`src/rtl/inorder_rs_entry_array.sv`:
```
// In-order reservation-station entry array.
// Holds dispatched instructions written at the allocation pointer. Captures
// operands from the CDB, both at dispatch time and while an entry waits.
// Publishes busy/ready vectors and issues the entry at the issue pointer
// through a registered port.
module inorder_rs_entry_array #(
  parameter int ENT_SEL = 2,
  parameter int ENT_NUM = 4,
  parameter int DATA_W  = 32,
  parameter int TAG_W   = 6,
  parameter int CTRL_W  = 16
) (
  input  logic                clk_i,
  input  logic                reset_ni,
  input  logic [1:0]          dp_num_i,
  input  logic                dp_stall_i,
  input  logic                dp_kill_i,
  input  logic [ENT_SEL-1:0]  alloc_ptr_i,
  input  logic [DATA_W-1:0]   dp0_src1_i,
  input  logic [DATA_W-1:0]   dp0_src2_i,
  input  logic                dp0_src1_rdy_i,
  input  logic                dp0_src2_rdy_i,
  input  logic [CTRL_W-1:0]   dp0_ctrl_i,
  input  logic [DATA_W-1:0]   dp1_src1_i,
  input  logic [DATA_W-1:0]   dp1_src2_i,
  input  logic                dp1_src1_rdy_i,
  input  logic                dp1_src2_rdy_i,
  input  logic [CTRL_W-1:0]   dp1_ctrl_i,
  input  logic                cdb_valid_i,
  input  logic [TAG_W-1:0]    cdb_tag_i,
  input  logic [DATA_W-1:0]   cdb_data_i,
  input  logic [ENT_SEL-1:0]  issue_ptr_i,
  input  logic                issue_en_i,
  output logic [ENT_NUM-1:0]  busy_vector_o,
  output logic [ENT_NUM-1:0]  busy_vector_next_o,
  output logic [ENT_NUM-1:0]  ready_vector_o,
  output logic                iss_valid_o,
  output logic [DATA_W-1:0]   iss_src1_o,
  output logic [DATA_W-1:0]   iss_src2_o,
  output logic [CTRL_W-1:0]   iss_ctrl_o
);

  // An unready operand matches a valid broadcast carrying its tag.
  function automatic logic tag_hit(input logic rdy, input logic [TAG_W-1:0] opnd_tag,
                                   input logic cv, input logic [TAG_W-1:0] ctag);
    return ~rdy & cv & (opnd_tag == ctag);
  endfunction

  // Entry storage
  logic [ENT_NUM-1:0] busy_r, rdy1_r, rdy2_r;
  logic [DATA_W-1:0]  src1_r [ENT_NUM];
  logic [DATA_W-1:0]  src2_r [ENT_NUM];
  logic [CTRL_W-1:0]  ctrl_r [ENT_NUM];

  // Next-state of entry storage
  logic [ENT_NUM-1:0] rdy1_n_s, rdy2_n_s;
  logic [DATA_W-1:0]  src1_n_s [ENT_NUM];
  logic [DATA_W-1:0]  src2_n_s [ENT_NUM];
  logic [CTRL_W-1:0]  ctrl_n_s [ENT_NUM];

  // Dispatch slots after bypass resolution (index 0 = dp0, 1 = dp1)
  logic [1:0][DATA_W-1:0] dp_src1_s, dp_src2_s;
  logic [1:0]             dp_rdy1_s, dp_rdy2_s;
  logic [1:0][CTRL_W-1:0] dp_ctrl_s;

  logic                dp_we_s;
  logic [ENT_SEL-1:0]  idx0_s, idx1_s;
  logic [ENT_NUM-1:0]  set_mask_s, clr_mask_s, busy_next_s, ready_s;
  logic                issue_fire_s;

  assign dp_we_s = (dp_num_i != 2'd0) & ~dp_stall_i & ~dp_kill_i;
  assign idx0_s  = alloc_ptr_i;
  assign idx1_s  = alloc_ptr_i + ENT_SEL'(1);

  assign ready_s      = busy_r & rdy1_r & rdy2_r;
  assign issue_fire_s = issue_en_i & ready_s[issue_ptr_i] & ~dp_kill_i;

  // Dispatch-set and issue-clear masks, and the resulting next busy bits.
  always_comb begin
    set_mask_s = '0;
    clr_mask_s = '0;
    if (dp_we_s) begin
      set_mask_s[idx0_s] = 1'b1;
    end else begin
      set_mask_s = '0;
    end
    if (dp_we_s && (dp_num_i == 2'd2)) begin
      set_mask_s[idx1_s] = 1'b1;
    end else begin
      set_mask_s = set_mask_s;
    end
    if (issue_fire_s) begin
      clr_mask_s[issue_ptr_i] = 1'b1;
    end else begin
      clr_mask_s = '0;
    end
    if (dp_kill_i) begin
      busy_next_s = '0;
    end else begin
      busy_next_s = (busy_r & ~clr_mask_s) | set_mask_s;
    end
  end

  // Resolve incoming operands against a same-cycle CDB broadcast.
  always_comb begin
    dp_ctrl_s[0] = dp0_ctrl_i;
    dp_ctrl_s[1] = dp1_ctrl_i;
    if (tag_hit(dp0_src1_rdy_i, dp0_src1_i[TAG_W-1:0], cdb_valid_i, cdb_tag_i)) begin
      dp_src1_s[0] = cdb_data_i;  dp_rdy1_s[0] = 1'b1;
    end else begin
      dp_src1_s[0] = dp0_src1_i;  dp_rdy1_s[0] = dp0_src1_rdy_i;
    end
    if (tag_hit(dp0_src2_rdy_i, dp0_src2_i[TAG_W-1:0], cdb_valid_i, cdb_tag_i)) begin
      dp_src2_s[0] = cdb_data_i;  dp_rdy2_s[0] = 1'b1;
    end else begin
      dp_src2_s[0] = dp0_src2_i;  dp_rdy2_s[0] = dp0_src2_rdy_i;
    end
    if (tag_hit(dp1_src1_rdy_i, dp1_src1_i[TAG_W-1:0], cdb_valid_i, cdb_tag_i)) begin
      dp_src1_s[1] = cdb_data_i;  dp_rdy1_s[1] = 1'b1;
    end else begin
      dp_src1_s[1] = dp1_src1_i;  dp_rdy1_s[1] = dp1_src1_rdy_i;
    end
    if (tag_hit(dp1_src2_rdy_i, dp1_src2_i[TAG_W-1:0], cdb_valid_i, cdb_tag_i)) begin
      dp_src2_s[1] = cdb_data_i;  dp_rdy2_s[1] = 1'b1;
    end else begin
      dp_src2_s[1] = dp1_src2_i;  dp_rdy2_s[1] = dp1_src2_rdy_i;
    end
  end

  // Per-entry next state: a dispatch write wins, otherwise CDB wakeup on busy entries.
  always_comb begin
    rdy1_n_s = rdy1_r;
    rdy2_n_s = rdy2_r;
    for (int e = 0; e < ENT_NUM; e++) begin
      src1_n_s[e] = src1_r[e];
      src2_n_s[e] = src2_r[e];
      ctrl_n_s[e] = ctrl_r[e];
      if (set_mask_s[e] && (ENT_SEL'(e) == idx0_s)) begin
        src1_n_s[e] = dp_src1_s[0];  rdy1_n_s[e] = dp_rdy1_s[0];
        src2_n_s[e] = dp_src2_s[0];  rdy2_n_s[e] = dp_rdy2_s[0];
        ctrl_n_s[e] = dp_ctrl_s[0];
      end else if (set_mask_s[e]) begin
        src1_n_s[e] = dp_src1_s[1];  rdy1_n_s[e] = dp_rdy1_s[1];
        src2_n_s[e] = dp_src2_s[1];  rdy2_n_s[e] = dp_rdy2_s[1];
        ctrl_n_s[e] = dp_ctrl_s[1];
      end else begin
        if (busy_r[e] && !dp_kill_i &&
            tag_hit(rdy1_r[e], src1_r[e][TAG_W-1:0], cdb_valid_i, cdb_tag_i)) begin
          src1_n_s[e] = cdb_data_i;  rdy1_n_s[e] = 1'b1;
        end else begin
          src1_n_s[e] = src1_r[e];   rdy1_n_s[e] = rdy1_r[e];
        end
        if (busy_r[e] && !dp_kill_i &&
            tag_hit(rdy2_r[e], src2_r[e][TAG_W-1:0], cdb_valid_i, cdb_tag_i)) begin
          src2_n_s[e] = cdb_data_i;  rdy2_n_s[e] = 1'b1;
        end else begin
          src2_n_s[e] = src2_r[e];   rdy2_n_s[e] = rdy2_r[e];
        end
      end
    end
  end

  // Entry storage registers.
  always_ff @(posedge clk_i or negedge reset_ni) begin
    if (!reset_ni) begin
      busy_r <= '0;
      rdy1_r <= '0;
      rdy2_r <= '0;
      for (int e = 0; e < ENT_NUM; e++) begin
        src1_r[e] <= '0;
        src2_r[e] <= '0;
        ctrl_r[e] <= '0;
      end
    end else begin
      busy_r <= busy_next_s;
      rdy1_r <= rdy1_n_s;
      rdy2_r <= rdy2_n_s;
      for (int e = 0; e < ENT_NUM; e++) begin
        src1_r[e] <= src1_n_s[e];
        src2_r[e] <= src2_n_s[e];
        ctrl_r[e] <= ctrl_n_s[e];
      end
    end
  end

  // Registered issue port; payload holds when nothing issues.
  always_ff @(posedge clk_i or negedge reset_ni) begin
    if (!reset_ni) begin
      iss_valid_o <= 1'b0;
      iss_src1_o  <= '0;
      iss_src2_o  <= '0;
      iss_ctrl_o  <= '0;
    end else if (issue_fire_s) begin
      iss_valid_o <= 1'b1;
      iss_src1_o  <= src1_r[issue_ptr_i];
      iss_src2_o  <= src2_r[issue_ptr_i];
      iss_ctrl_o  <= ctrl_r[issue_ptr_i];
    end else begin
      iss_valid_o <= 1'b0;
    end
  end

  assign busy_vector_o      = busy_r;
  assign busy_vector_next_o = busy_next_s;
  assign ready_vector_o     = ready_s;

endmodule

```
`config.mk`:
```
export PLATFORM = sky130hd
export DESIGN_NAME = inorder_rs_entry_array
export DESIGN_NICKNAME = d
export VERILOG_FILES = /design/src/rtl/inorder_rs_entry_array.sv
export SDC_FILE = /design/constraint.sdc
export NUM_CORES = 1
export LEC_CHECK = 0
export ABC_CLOCK_PERIOD_IN_PS = 2400
export BUFFER_PORTS_ARGS = -buffer_cell sky130_fd_sc_hd__buf_4
export CAP_MARGIN = 20
export CORE_MARGIN = 2
export CORE_UTILIZATION = 30
export DETAILED_ROUTE_END_ITERATION = 16
export GPL_TIMING_DRIVEN = 0
export PLACE_DENSITY = 0.49
export SYNTH_ARGS = -nofsm -noshare
export SYNTH_HDL_FRONTEND = slang
export SYNTH_SLANG_ARGS = --single-unit
```
`constraint.sdc`:
```
create_clock -name clk_i -period 2.4 [get_ports clk_i]
set_clock_uncertainty 0.1 [all_clocks]
set_input_delay 0.12 -clock clk_i [delete_from_list [all_inputs] [get_ports clk_i]]
set_output_delay 0.12 -clock clk_i [all_outputs]
set_load 0.01 [all_outputs]
```
* Word-level counts from Yosys, hierarchy flattened *
Cells that the tools add are included.

storage, ports and cells
  output and inout bits = 93
  register bits after elaboration = 413
  bits of input ports = 214

cells by class
  equality and inequality tests = 16
  add/sub/neg operators = 1
  order comparisons = 7
  muxes and demuxes = 86
  bitwise operators = 49
  reductions and logical operators = 35

operators with widths
  operator                                                                              number
  32-bit two-way mux                                                                    32
  16-bit two-way mux                                                                    10
  32-bit binary-select mux with 2-bit select                                            2
  6-bit equality test                                                                   12
  1-bit two-way mux                                                                     33
  16-bit binary-select mux with 2-bit select                                            1
  1-bit AND                                                                             28
  3-bit nonzero test                                                                    8
  1-bit logical AND                                                                     20
  4-bit two-way mux                                                                     4
  1-bit inverter                                                                        14
  4-bit AND                                                                             3
  2-bit nonzero test                                                                    5
  2-bit by 3-bit less-than comparator with 1-bit output (second input constant)         3
  4-bit bitwise OR                                                                      2
  1-bit demux with 2-bit select                                                         3
  2-bit by 1-bit greater-or-equal comparator with 1-bit output (second input constant)  3
  2-bit equality test (first input constant)                                            2
  4-bit inverter                                                                        1
  3-bit greater-or-equal comparator (second input constant)                             1
  2-bit inverter with 3-bit output                                                      1
  2-bit by 1-bit adder with 2-bit output (second input constant)                        1
  1-bit binary-select mux with 2-bit select                                             1
  1-bit by 2-bit equality test with 1-bit output (first input constant)                 1
  other kinds (3)                                                                       3

* Depth between registers and ports, before layout *
  depth after elaboration = 11
  mapped depth = 9
  mapped depth without buffers = 5

* Least setup slack after synthesis *
Ideal clock, no wire load.

  kind = reg2reg
  from = reg busy_r[1], in the netlist busy_vector_o[1]
  to = reg src1_r[94] (netlist bit)
  data arrival time = 1.933 ns
  library setup time = 0.126 ns
  cell stages (with the launch flop) = 8
  path slack = 0.241 ns
  period minus slack after synthesis = 2.159 ns
  cell sequence = dfrtp_1 > nand3b_4 > or4_1 > or2_1 > buf_6 > buf_6 > o21a_1 > o32a_1

between the ends
  word-level cells in the longest chain between the ends = 3

RTL lines
  item                                 RTL line  source
  start: declaration                   50        logic [ENT_NUM-1:0] busy_r, rdy1_r, rdy2_r;
  start signal: assignment             175       busy_r <= busy_next_s;
  1-bit logical AND (2 in a row)       147       if (busy_r[e] && !dp_kill_i &&
  3-bit nonzero test (no source line)  n/a
  end signal: indexed assignment       179       src1_r[e] <= src1_n_s[e];
  end: declaration                     51        logic [DATA_W-1:0] src1_r [ENT_NUM];

No other way between the ends.
A chain may end at the register's enable or synchronous reset.

* Worst setup path in the final report *
  from = in cdb_tag_i[5]
  to = reg src1_r[65] (netlist bit)

between the ends
  word-level cells in the longest chain between the ends = 5
  elaborated cells on any way between the ends = 12
  those cells by class = 3 x eq/ne; 4 x mux; 3 x bitwise; 2 x reduce/logical

RTL lines
  item                 RTL line  source
  start: declaration   30        input logic [TAG_W-1:0] cdb_tag_i,
  6-bit equality test  46        return ~rdy & cv & (opnd_tag == ctag);
  1-bit AND            46
  32-bit two-way mux   118       if (tag_hit(dp1_src1_rdy_i, dp1_src1_i[TAG_W-1:0], cdb_valid_i, cdb_tag_i)) begin
  32-bit two-way mux   142       end else if (set_mask_s[e]) begin
  32-bit two-way mux   138       if (set_mask_s[e] && (ENT_SEL'(e) == idx0_s)) begin

Parallel ways exist; a longest one is shown, timed or not.

==> results.sh <==
export IMPL_finalCriticalPeriod_ns=2.51
export IMPL_switching_share_pct=34.3
export IMPL_whs_ns=-0.00251
export IMPL_fillCellCount=9029
export IMPL_netlist_top_cells_area="dfrtp_1, mux4_2, a31oi_1, mux2_2, nand3_1"
export IMPL_drtPass1Iterations=6
export IMPL_drcViolationCount=0
export IMPL_synth_nets=3071
export IMPL_crit_path_start_kind="primary input"
export IMPL_clock_power_share_pct=31.3
export IMPL_place_gp_congestion=1.04
export IMPL_min_period_over_period_pct=105
export IMPL_multi_input_area_um2=14900
export IMPL_fin_area_um2=35400
export IMPL_cts_buffers=53
export IMPL_clock_path_buffers=3
export IMPL_crit_path_start="cdb_tag_i[5]"
export IMPL_grt_util_all_layers_pct=42.1
export IMPL_syn_to_final_growth_pct=32.4
export IMPL_fin_util_pct=40.0
export IMPL_yosys_area_top_type="dfrtp_1"
export IMPL_status="finished, violations left"
export IMPL_dp_slack_ns=-1.22
export IMPL_hp_class="primary input to async pin"
export IMPL_relSlewSlack_pct=8.57
export IMPL_seq_power_share_pct=39.0
export IMPL_async_flop_share_pct=100
export IMPL_cap_violations=0
export IMPL_yosysMostFrequentCell="dfrtp_1"
export IMPL_avgSynthCellArea_um2=9.36
export IMPL_grt_max_degree=109
export IMPL_p_per_area_nw_per_um2=749
export IMPL_yosysWarnings=0
export IMPL_globalRouteOverflowTotal=0
export IMPL_dp_hpwl_um=146000
export IMPL_drt_iter0_markers=5338
export IMPL_syn_inst=2857
export IMPL_worst_ep_required_time_ns=2.81
export IMPL_grt_setup_unrepaired="yes"
export IMPL_grt_pass1_vias=30896
export IMPL_vias=31787
export IMPL_fmax_mhz=398
export IMPL_tightestPinTransition_ns=1.36
export IMPL_worst_path_buf_inv=3
export IMPL_die_y_um=303
export IMPL_crit_fanout=10
export IMPL_drt_wirelength_per_cell_um=42.4
export IMPL_setup_viol=60
export IMPL_worstPathArrival_ns=2.93
export IMPL_path_cells="buf_4 > xnor2_1 > nand3_2 > clkbuf_1 > clkbuf_1 > nor3_1 > a31oi_1 > a31oi_1"
export IMPL_rows=109
export IMPL_core_area_um2=88400
export IMPL_cp_end_kind="register"
export IMPL_critPathTopFamily="buffers and inverters"
export IMPL_crit_slowest_cell="clkbuf_1"
export IMPL_port_buffers=300
export IMPL_ys_top_cells_by_count="dfrtp_1, a31oi_1, clkbuf_1, nand3_1, nor3_1"
export IMPL_cts_tree="built"
export IMPL_die_area_um2=91500
export IMPL_combPwrFrac_pct=29.7
export IMPL_r2r_start="src2_r[101]"
export IMPL_p_switching_mw=9.10
export IMPL_die_w_um=303
export IMPL_place_area_um2=30900
export IMPL_synth_main_ff_cell="dfrtp_1"
export IMPL_cpPeakStageDelay_ns=0.52
export IMPL_ir_worst_vdd_uv=518
export IMPL_ant_nets=0
export IMPL_synth_top_area_share_pct=38.7
export IMPL_htreeDepth=2
export IMPL_ys_seq_area_share_pct=38.7
export IMPL_viasPerCell=6.81
export IMPL_antenna_found_initial=11
export IMPL_synth_area_um2=26700
export IMPL_setup_slack_ns=-0.111
export IMPL_hold_viol_final=1
export IMPL_crit_type="primary input to register"
export IMPL_drv_slew=0
export IMPL_ys_ff_latch=413
export IMPL_fin_nets=3664
export IMPL_clock_sinks=413
export IMPL_wl_um=198000
export IMPL_fin_setup_tns_ns=-1.65
export IMPL_start_util_pct=30.3
export IMPL_synth_edff_count=0
export IMPL_drive_gt1_share_pct=25.2
export IMPL_insertion_delay_ns=0.65
export IMPL_p_leak_nw=14.2
export IMPL_clk_pin_slew_ns=0.06
export IMPL_grt_pass1_wl_um=264000
export IMPL_failed_checks="negative hold slack, negative setup slack"
export IMPL_p_int_mw=17.4
export IMPL_finalPower_mw=26.5
export IMPL_ios=307
export IMPL_cts_root_buffer="clkbuf_16"
export IMPL_register_area_um2=10300
export IMPL_synth_cell_types=66
power by group through the flow:
stage	combinational, mW	sequential [mW]	clock, mW
after floorplan	3.61	10.2	0
after global placement	7.19	10.3	0
after detailed placement	7.23	10.4	0
after CTS	7.64	10.3	8.31
after global routing	8.28	10.5	8.60
final	7.87	10.3	8.30
per-layer routing:
metal	vias to the layer above	wire length, um	global-route usage (%)
li1	12287	-	-
met1	15980	75500	54.5
met2	2786	80600	59.9
met3	726	26200	14.7
met4	8	15300	26.2
met5	-	138	0.828
cells by family after synthesis:
family | after synthesis | share of synthesized area, %
buf+inv | 447 | 6.97
xor+xnor | 72 | 2.36
simple gates | 887 | 17.0
mux | 225 | 12.6
flops | 413 | 38.7
compound gates | 813 | 22.4
tightest hold or removal path, cell delays in order:
cell and delay [ns]:
dlygate4sd3_1 0.56, buf_8 0.17, buf_16 0.24
cell type report:
cell class | count | share of cell area, %
Inverter | 94 | 0.997
Sequential cell | 413 | 29.2
Antenna cell | 11 | 0.0778
Tap cell | 1165 | 4.12
Multi-Input combinational cell | 1997 | 42.0
Clock buffer | 78 | 4.44
Timing Repair Buffer | 546 | 13.8
Clock inverter | 17 | 0.414
Buffer | 345 | 4.93
sequential cells by signal (all words and copies together) (netlist names):
| name | flops |
|---|---|
| ctrl_r | 64 |
| iss_ctrl_o | 16 |
| busy_vector_o | 4 |
| iss_valid_o | 1 |
| iss_src1_o | 32 |
| iss_src2_o | 32 |
| src2_r | 128 |
| rdy2_r | 4 |
| src1_r | 128 |
| rdy1_r | 4 |
per-stage QoR:
step                hold slack, ns  std cells
global route                0.0191       4656
CTS                        0.00189       4653
detailed placement         -0.0357       4349
global placement             0.261       4322
finish                    -0.00251       4666
floorplan                   -0.276       2857
cells in the final DEF, fill, tap and decap left out, drive strengths merged, types with 97 or more instances in the layout:
cell type | Yosys | routed
a31oi | 251 | 251
a41oi | 117 | 117
buf | 129 | 473
clkbuf | 224 | 301
dfrtp | 413 | 413
dlygate4sd3 | 0 | 190
mux2 | 97 | 97
nand2 | 160 | 160
nand3 | 210 | 210
nor2 | 134 | 134
nor3 | 194 | 194
o21ai | 109 | 109
repair_timing:
| item | 4_1_cts | 5_1_grt |
|---|---|---|
| gates resized for setup | 135 | 117 |
| hold buffers | 191 | 0 |
| setup endpoints to repair | 343 | 286 |
| pin swaps | 8 | 5 |
| cloned | 0 | 0 |
| endpoints found under the hold margin | 641 | 0 |
| buffers inserted | 20 | 4 |
final timing paths:
kind,slack (ns),cells after the start,end
worst max-delay path,-0.11,8,src1_r[65]
worst min-delay path,-0.003,3,iss_ctrl_o[1]
worst max register to register,-0.04,7,src2_r[113]
worst min register to register,0.38,2,ctrl_r[23]
max in group asynchronous,1.16,4,src2_r[113]
min in group clk_i,0.02,4,src2_r[121]
No activity file was read; power rests on OpenSTA's default activity.
